## src/rtl/rr_arb_pkg.sv

```systemverilog
// Shared types and the round-robin search helper for the stream arbiter.
package rr_arb_pkg;

    localparam int unsigned MAX_REQ   = 16;
    localparam int unsigned MAX_IDX_W = 4;

    typedef enum logic {
        IDLE   = 1'b0,
        LOCKED = 1'b1
    } arb_state_e;

    typedef struct packed {
        logic                 found;
        logic [MAX_IDX_W-1:0] idx;
    } rr_pick_t;

    // First set bit of valid searching ptr+1, ptr+2, ... modulo num_req.
    function automatic rr_pick_t rr_pick(
        input logic [MAX_REQ-1:0]   valid,
        input logic [MAX_IDX_W-1:0] ptr,
        input int unsigned          num_req
    );
        rr_pick_t           res;
        logic [MAX_IDX_W:0] cand;
        res = '0;
        for (int unsigned k = 1; k <= MAX_REQ; k++) begin
            if (!res.found && (k <= num_req)) begin
                cand = (MAX_IDX_W+1)'(ptr) + (MAX_IDX_W+1)'(k);
                // ptr < num_req and k <= num_req, so one subtraction wraps.
                if (32'(cand) >= num_req) begin
                    cand = cand - (MAX_IDX_W+1)'(num_req);
                end
                if (valid[cand[MAX_IDX_W-1:0]]) begin
                    res.found = 1'b1;
                    res.idx   = cand[MAX_IDX_W-1:0];
                end
            end
        end
        return res;
    endfunction

endpackage

```

## src/rtl/stream_reg_slice.sv

```systemverilog
// Single-entry valid/ready register slice: 1-cycle latency, full throughput.
module stream_reg_slice #(
    parameter int unsigned WIDTH = 8
) (
    input  logic             clk,
    input  logic             rst_n,
    input  logic             in_valid,
    output logic             in_ready,
    input  logic [WIDTH-1:0] in_data,
    output logic             out_valid,
    input  logic             out_ready,
    output logic [WIDTH-1:0] out_data
);

    logic             valid_q, valid_d;
    logic [WIDTH-1:0] data_q,  data_d;

    always_ff @(posedge clk or negedge rst_n) begin
        if (!rst_n) begin
            valid_q <= 1'b0;
            data_q  <= '0;
        end else begin
            valid_q <= valid_d;
            data_q  <= data_d;
        end
    end

    // A load wins over a drain; otherwise hold while stalled.
    always_comb begin
        in_ready = !valid_q || out_ready;
        valid_d  = valid_q;
        data_d   = data_q;
        if (in_valid && in_ready) begin
            valid_d = 1'b1;
            data_d  = in_data;
        end else if (out_ready) begin
            valid_d = 1'b0;
        end
    end

    assign out_valid = valid_q;
    assign out_data  = data_q;

endmodule

```

## src/rtl/rr_stream_arbiter.sv

```systemverilog
// Round-robin N:1 valid/ready stream arbiter with per-packet locking and a
// registered output slice.
module rr_stream_arbiter
    import rr_arb_pkg::*;
#(
    parameter  int unsigned NUM_REQ    = 4,
    parameter  int unsigned DATA_WIDTH = 32,
    localparam int unsigned IDX_W      = $clog2(NUM_REQ)
) (
    input  logic                          clk,
    input  logic                          rst_n,
    input  logic [NUM_REQ-1:0]            in_valid,
    output logic [NUM_REQ-1:0]            in_ready,
    input  logic [NUM_REQ*DATA_WIDTH-1:0] in_data,
    input  logic [NUM_REQ-1:0]            in_last,
    output logic                          out_valid,
    input  logic                          out_ready,
    output logic [DATA_WIDTH-1:0]         out_data,
    output logic                          out_last,
    output logic [IDX_W-1:0]              out_src,
    output logic                          busy
);

    localparam int unsigned PAYLOAD_W = DATA_WIDTH + 1 + IDX_W;

    arb_state_e      state_q, state_d;
    logic [IDX_W-1:0] lock_idx_q, lock_idx_d;
    logic [IDX_W-1:0] rr_ptr_q, rr_ptr_d;

    rr_pick_t              pick;
    logic                  unused_pick;
    logic [IDX_W-1:0]      winner;
    logic                  grant_ok;
    logic                  slice_ready;
    logic                  accept;
    logic                  acc_last;
    logic [DATA_WIDTH-1:0] acc_data;
    logic [PAYLOAD_W-1:0]  slice_in;
    logic [PAYLOAD_W-1:0]  slice_out;

    // State register.
    always_ff @(posedge clk or negedge rst_n) begin
        if (!rst_n) begin
            state_q    <= IDLE;
            lock_idx_q <= '0;
            rr_ptr_q   <= IDX_W'(NUM_REQ - 1);
        end else begin
            state_q    <= state_d;
            lock_idx_q <= lock_idx_d;
            rr_ptr_q   <= rr_ptr_d;
        end
    end

    // Winner selection: the locked source ignores in_valid, otherwise round-robin.
    always_comb begin
        pick     = rr_pick(MAX_REQ'(in_valid), MAX_IDX_W'(rr_ptr_q), NUM_REQ);
        winner   = (state_q == LOCKED) ? lock_idx_q : IDX_W'(pick.idx);
        grant_ok = (state_q == LOCKED) || pick.found;
        accept   = grant_ok && slice_ready && in_valid[winner];
        acc_last = in_last[winner];
        acc_data = in_data[winner*DATA_WIDTH +: DATA_WIDTH];
    end

    assign unused_pick = ^pick.idx;

    // Next-state: lock on a non-last beat, rotate priority on a last beat.
    always_comb begin
        state_d    = state_q;
        lock_idx_d = lock_idx_q;
        rr_ptr_d   = rr_ptr_q;
        unique case (state_q)
            IDLE: begin
                if (accept) begin
                    if (acc_last) begin
                        rr_ptr_d = winner;
                    end else begin
                        state_d    = LOCKED;
                        lock_idx_d = winner;
                    end
                end
            end
            LOCKED: begin
                if (accept && acc_last) begin
                    state_d  = IDLE;
                    rr_ptr_d = lock_idx_q;
                end
            end
            default: state_d = IDLE;
        endcase
    end

    // Outputs: one-hot ready toward the winner only.
    always_comb begin
        in_ready = '0;
        if (slice_ready && grant_ok && ((state_q == LOCKED) || in_valid[winner])) begin
            in_ready[winner] = 1'b1;
        end
        busy = (state_q == LOCKED) || out_valid;
    end

    assign slice_in = {acc_data, acc_last, winner};

    stream_reg_slice #(
        .WIDTH (PAYLOAD_W)
    ) u_out_slice (
        .clk       (clk),
        .rst_n     (rst_n),
        .in_valid  (accept),
        .in_ready  (slice_ready),
        .in_data   (slice_in),
        .out_valid (out_valid),
        .out_ready (out_ready),
        .out_data  (slice_out)
    );

    assign out_data = slice_out[PAYLOAD_W-1 -: DATA_WIDTH];
    assign out_last = slice_out[IDX_W];
    assign out_src  = slice_out[IDX_W-1:0];

endmodule

```

## config.mk

```make
export PLATFORM = sky130hd
export DESIGN_NAME = rr_stream_arbiter
export DESIGN_NICKNAME = d
export VERILOG_FILES = /design/src/rtl/rr_arb_pkg.sv /design/src/rtl/stream_reg_slice.sv /design/src/rtl/rr_stream_arbiter.sv
export SDC_FILE = /design/constraint.sdc
export NUM_CORES = 1
export LEC_CHECK = 0
export CAP_MARGIN = 40
export CORE_MARGIN = 1.5
export CORE_UTILIZATION = 29
export CTS_BUF_LIST = sky130_fd_sc_hd__clkbuf_8
export DETAILED_ROUTE_END_ITERATION = 10
export HOLD_SLACK_MARGIN = 0.1
export PLACE_DENSITY = 0.61
export SETUP_SLACK_MARGIN = 0.02
export SYNTH_ARGS = -nofsm -noshare
export SYNTH_HDL_FRONTEND = slang
export SYNTH_SLANG_ARGS = --single-unit
```

## constraint.sdc

```tcl
create_clock -name clk -period 4.8 [get_ports clk]
set_clock_uncertainty 0.05 [all_clocks]
set_input_delay 0.96 -clock clk [delete_from_list [all_inputs] [get_ports clk]]
set_output_delay 0.96 -clock clk [all_outputs]
set_load 0.03 [all_outputs]
```

==> results.cfg <==
[status]
status = complete, no violations

[sta]
fin_crit_sh_pct = 93.9
worstMarginPinSlew_ns = 0.588
rsz0062_at_grt = no
fin_tns_setup_ns = 0
fmax_mhz = 222
setup_viol = 0
relSlewSlack_pct = 60.8
whs_ns = 0.439
hold_viol = 0
period_needed_ns = 4.51
drv_slew = 0

[layout]
layout.nets = 602
antennaDiodeCount = 0
area_growth_pct = 64.1
drive_gt1_share_pct = 13.9
final_util_pct = 49.7

[global_route]
grt_pass1_vias = 2960
grt_max_degree = 37
antenna_found_initial = 0
grtUsageTotal_pct = 15.6
gr-total-overflow = 0
grt_pass1_wl_mm = 14.2

[clock_network]
root_buffer = clkbuf_8
ctsHoldBuffers = 0
clk_latency_ns = 0.28
tritoncts = built
path_clk_slew_ns = 0.07
h-tree-depth = 2
clock_sinks = 41
numCtsBuffers = 5
clockBufferDepth = 2

[critical_path]
cp_max_fo = 6
rr_endpoint = lock_idx_q[1]
r2r_slack_ns = 0.97
worstRegToRegCells = 13
cp_common_cell = clkdlybuf4s50_1
path_delay_family = buffers and inverters
critPathCaptureType = primary output
crit_type = in2out
path_depth = 9
crit_end = in_ready[0]
required_ns = 3.79
r2r-start = rr_ptr_q[0]
cp_num_buf_inv = 2
slowest_delay_ns = 0.67
worst_setup_path_start_kind = input pin
crit_path_top_delay_cell = clkdlybuf4s50_1
critical_path_arrival_ns = 3.50
cp_cell_sequence = clkdlybuf4s50_1 -> mux2_2 -> a22oi_2 -> nand3_1 -> a211oi_2 -> or2_2 -> nand2_1 -> nor2_1 -> clkdlybuf4s50_1
crit_start = in_valid[1]

[drt]
wire_per_inst_um = 15.1
vias = 2858
wirelength_mm = 8.98
drc = 0
drtIter0Drc = 65
antenna_left = 0
drtPass1Iterations = 4
viasPerCell = 4.80

[logic_synthesis]
post-synth-top-count-cell = mux2i_1
synth_top_area_cell = mux2i_1
synth_flop_cell = dfrtp_1
synth_top_cells_by_count = mux2i_1 (102), dfrtp_1 (39), mux2_2 (33), nand2_1 (11), nor2_1 (9)
syn_avg_cell_area_um2 = 11.3
postSynthCellCount = 280
synth_edf_count = 0
ys_async_sr_fraction_pct = 100
yosysTopAreaCellShare_pct = 32.2
synth.area.top_cells = mux2i_1 (32%), dfrtp_1 (31%), mux2_2 (12%), mux2_1 (2.1%), ha_1 (2.0%)
syn_area_mm2 = 0.00317
yosys.cell_types.count = 45
ys_seq_elements = 41
synth.yosys.warnings = 0
synth_nets = 424
ys_seq_area_share_pct = 32.5

[die]
dieArea_mm2 = 0.0116
die_y_um = 108
core.rowCount = 37
initial_core_util_pct = 30.3
dieWidth_um = 108
io_pins = 180
coreArea_mm2 = 0.0105

[job]
maxCapViolCount = 0

[place]
port-buffer-count = 179
dpl.hpwl_mm = 7.35
gp_congestion = 0.858

[power_and_ir_drop]
peakVddDrop_mv = 0.605
p_leak_nw = 2.29
power_w = 0.00424
powerDensity_mw_per_mm2 = 816

[hold_path]
min_path_type = reg2reg
worstHoldStart = u_out_slice.out_data[31]
min_path_cells = 1
[kinds of logic (layout without fill, tap and decap cells)]
family	after synthesis	in the layout	synth area share [%]
fa+ha+maj	5	5	1.97
buf+inv	21	200	4.30
mux	141	141	46.1
compound gates	35	35	8.85
flops	41	41	32.5
simple gates	37	37	6.32
[layout make-up]
class / instances / area (µm²)
Tap cell: 136 / 170
Timing Repair Buffer: 187 / 1870
Multi-Input combinational cell: 218 / 2020
Clock inverter: 2 / 7.51
Inverter: 5 / 18.8
Fill cell: 991 / 5260
Clock buffer: 6 / 82.6
Sequential cell: 41 / 1030
[sequential cells by signal, indices dropped and copies added (netlist names)]
| name | flops |
|---|---|
| lock_idx_q | 2 |
| state_q | 1 |
| u_out_slice.out_valid | 1 |
| rr_ptr_q | 2 |
| u_out_slice.out_data | 35 |
[where the power goes]
part	switching (W)	internal [W]	total, W
combinational	0.00171	0.00163	0.00334
clock	0.000113	0.000113	0.000226
sequential	0.000123	0.000559	0.000682
[metrics by stage]
step           area (µm²)  std cells  setup WS (ns)
3_3_place_gp         5060        585          0.343
5_1_grt              5200        595         0.0920
6_report             5200        595          0.294
3_5_place_dp         5110        587          0.317
4_1_cts              5200        595          0.220
2_1_floorplan        3170        280          0.686
[cells in the final DEF (no fill, tap or decap), drive strengths merged, types with 3 or more instances in the layout]
| cell type | instances |
|---|---|
| clkdlybuf4s50 | 176 |
| mux2i | 102 |
| dfrtp | 39 |
| mux2 | 39 |
| nand2 | 11 |
| buf | 11 |
| nor2 | 10 |
| o21ai | 8 |
| inv | 7 |
| clkbuf | 6 |
| ha | 5 |
| a21oi | 4 |
| a211oi | 4 |
| a22o | 3 |
| nand3 | 3 |
| nor2b | 3 |
[worst min path at each step]
stage	to	slack, ns
after floorplan	lock_idx_q[1]	0.43
after global placement	u_out_slice.out_data[5]	0.42
after detailed placement	u_out_slice.out_data[14]	0.43
after CTS	u_out_slice.out_data[31]	0.45
after global routing	u_out_slice.out_data[31]	0.46
final	u_out_slice.out_data[31]	0.44
[timing repair]
action / 4_1_cts / 5_1_grt
buffers inserted: 0 / 0
endpoints found under the setup margin: 0 / 1
gates resized for setup: 0 / 1
[metal layers]
layer	vias to the layer above	part of all wire, %	GRT usage (%)
met3	17	7.2	4.78
met2	110	50	27.3
li1	1393	-	-
met4	0	2.7	5.83
met1	1338	40	17.8
met5	-	0	0
(Power assumes the default switching activity.)
==> patch (same flow settings) <==
Make the reset (`rst_n`) synchronous in 2 clocked blocks.
--- a/src/rtl/stream_reg_slice.sv
+++ b/src/rtl/stream_reg_slice.sv
@@ -17,3 +17,3 @@
 
-    always_ff @(posedge clk or negedge rst_n) begin
+    always_ff @(posedge clk) begin
         if (!rst_n) begin
--- a/src/rtl/rr_stream_arbiter.sv
+++ b/src/rtl/rr_stream_arbiter.sv
@@ -41,3 +41,3 @@
     // State register.
-    always_ff @(posedge clk or negedge rst_n) begin
+    always_ff @(posedge clk) begin
         if (!rst_n) begin
Formal check against the unedited RTL: differs if rst_n is asserted again (counterexample within 4 cycles, from zero or initial values and one cycle with rst_n low); with rst_n held inactive, the same outputs for 10 cycles.
==> patch against the unedited design <==
- final cell count is 11% higher
- area after synthesis is 2.5% higher
- highest routed layer unchanged
- sequential power is 26% lower
- cell area is 0.89% higher
- critical path type unchanged
- register-to-register slack worse by 0.31 ns
- sequential cell count stayed put
- worst setup slack worse by 0.031 ns
- wire length is 7.7% higher
- power is 21% lower
- largest power group unchanged
==> patch: results (changes against the unedited design) <==
reg2reg_to: "u_out_slice.out_data[32]"
grt_max_degree: 78  # +110%
muxShareOfSynthArea_pct: 26.54  # -20 points
netlist_instances: 358  # +28%
grt_pass1_wl_mm: 15.35  # +7.7%
holdBufCountCts: 0  # unchanged
drtIter0Drc: 131  # +100%
place_congestion: 0.8409  # -1.9%
placed_cell_area_um2: 5126  # +0.32%
ys_async_sr_fraction_pct: 0  # -100 points
synth.distinct_cells: 50  # +11%
synth_compound_area_share_pct: 26.43  # +18 points
synthXorXnorAreaFrac_pct: 0  # unchanged
ys_seq_area_share_pct: 25.27  # -7.2 points
synth_top_cells_by_area: "dfxtp_1 (25%), mux2i_1 (13%), mux2_2 (12%)"
timing.critical_path.to: "in_ready[1]"
r2r_cells: 12  # -1
grt_pass1_vias: 3226  # +9.0%
worstPathMaxFanout: 77  # +71
p_leak_uw: 0.002044  # -11%
synth_ff_type: "dfxtp_1"
r2r_start: "rr_ptr_q[1]"
grtUsageTotal_pct: 16.33  # +0.71 points
run_status: "completed"
dpl.cell_count: 652  # +11%
syn_nets: 502  # +18%
num_vias: 3262  # +14%
synth_commonest_cells: "nand2_1 (69), dfxtp_1 (41), mux2i_1 (41), mux2_2 (35), o211ai_1 (22)"
hold_slack_ns: 0.4035  # -0.03522 ns
final_nets: 663  # +10%
whs_path_depth: 2  # +1
via_per_inst: 4.942  # +2.9%
r2r_slack_ns: 0.66  # -0.31 ns
fmax_mhz: 220.4  # -0.69%
crit_start: "in_valid[3]"
post_route_cells_drive_above_1_share_pct: 15.96  # +2.0 points
worst_ep_arrival_time_ns: 3.53  # +0.03 ns
slowest_delay_ns: 0.57  # -0.10 ns
synthAdderAreaFrac_pct: 1.926  # -0.049 points
post-place-ws_ns: 0.09180  # -0.2254 ns
n_fill_cell: 1056  # +6.6%
wl_mm: 9.674  # +7.7%
hpwl_mm: 7.480  # +1.8%
yosysMostFrequentCell: "nand2_1"
-- patch: metal layers --
| metal | GRT usage (%) | up-vias | share of wire [%] |
|---|---|---|---|
| met5 | 0 | - | 0 |
| met4 | 4.793 | 0 | 2.3 |
| met3 | 4.603 | 22 | 6.9 |
| met2 | 29.47 | 115 | 51 |
| met1 | 18.62 | 1483 | 40 |
| li1 | - | 1642 | - |
-- patch: final cells by class --
class	instances	area (um^2)	share of cell area (%)
Clock buffer	5	68.82	1.312
Clock inverter	3	11.26	0.2146
Inverter	2	7.507	0.1431
Multi-Input combinational cell	282	2271	43.29
Sequential cell	41	820.8	15.65
Tap cell	140	175.2	3.339
Timing Repair Buffer	187	1892	36.06
-- patch: power breakdown --
part / total (uW) / internal [uW] / switching, uW
clock: 211 / 97.1 / 114
combinational: 2620 / 1180 / 1440
sequential: 507 / 446 / 60.4
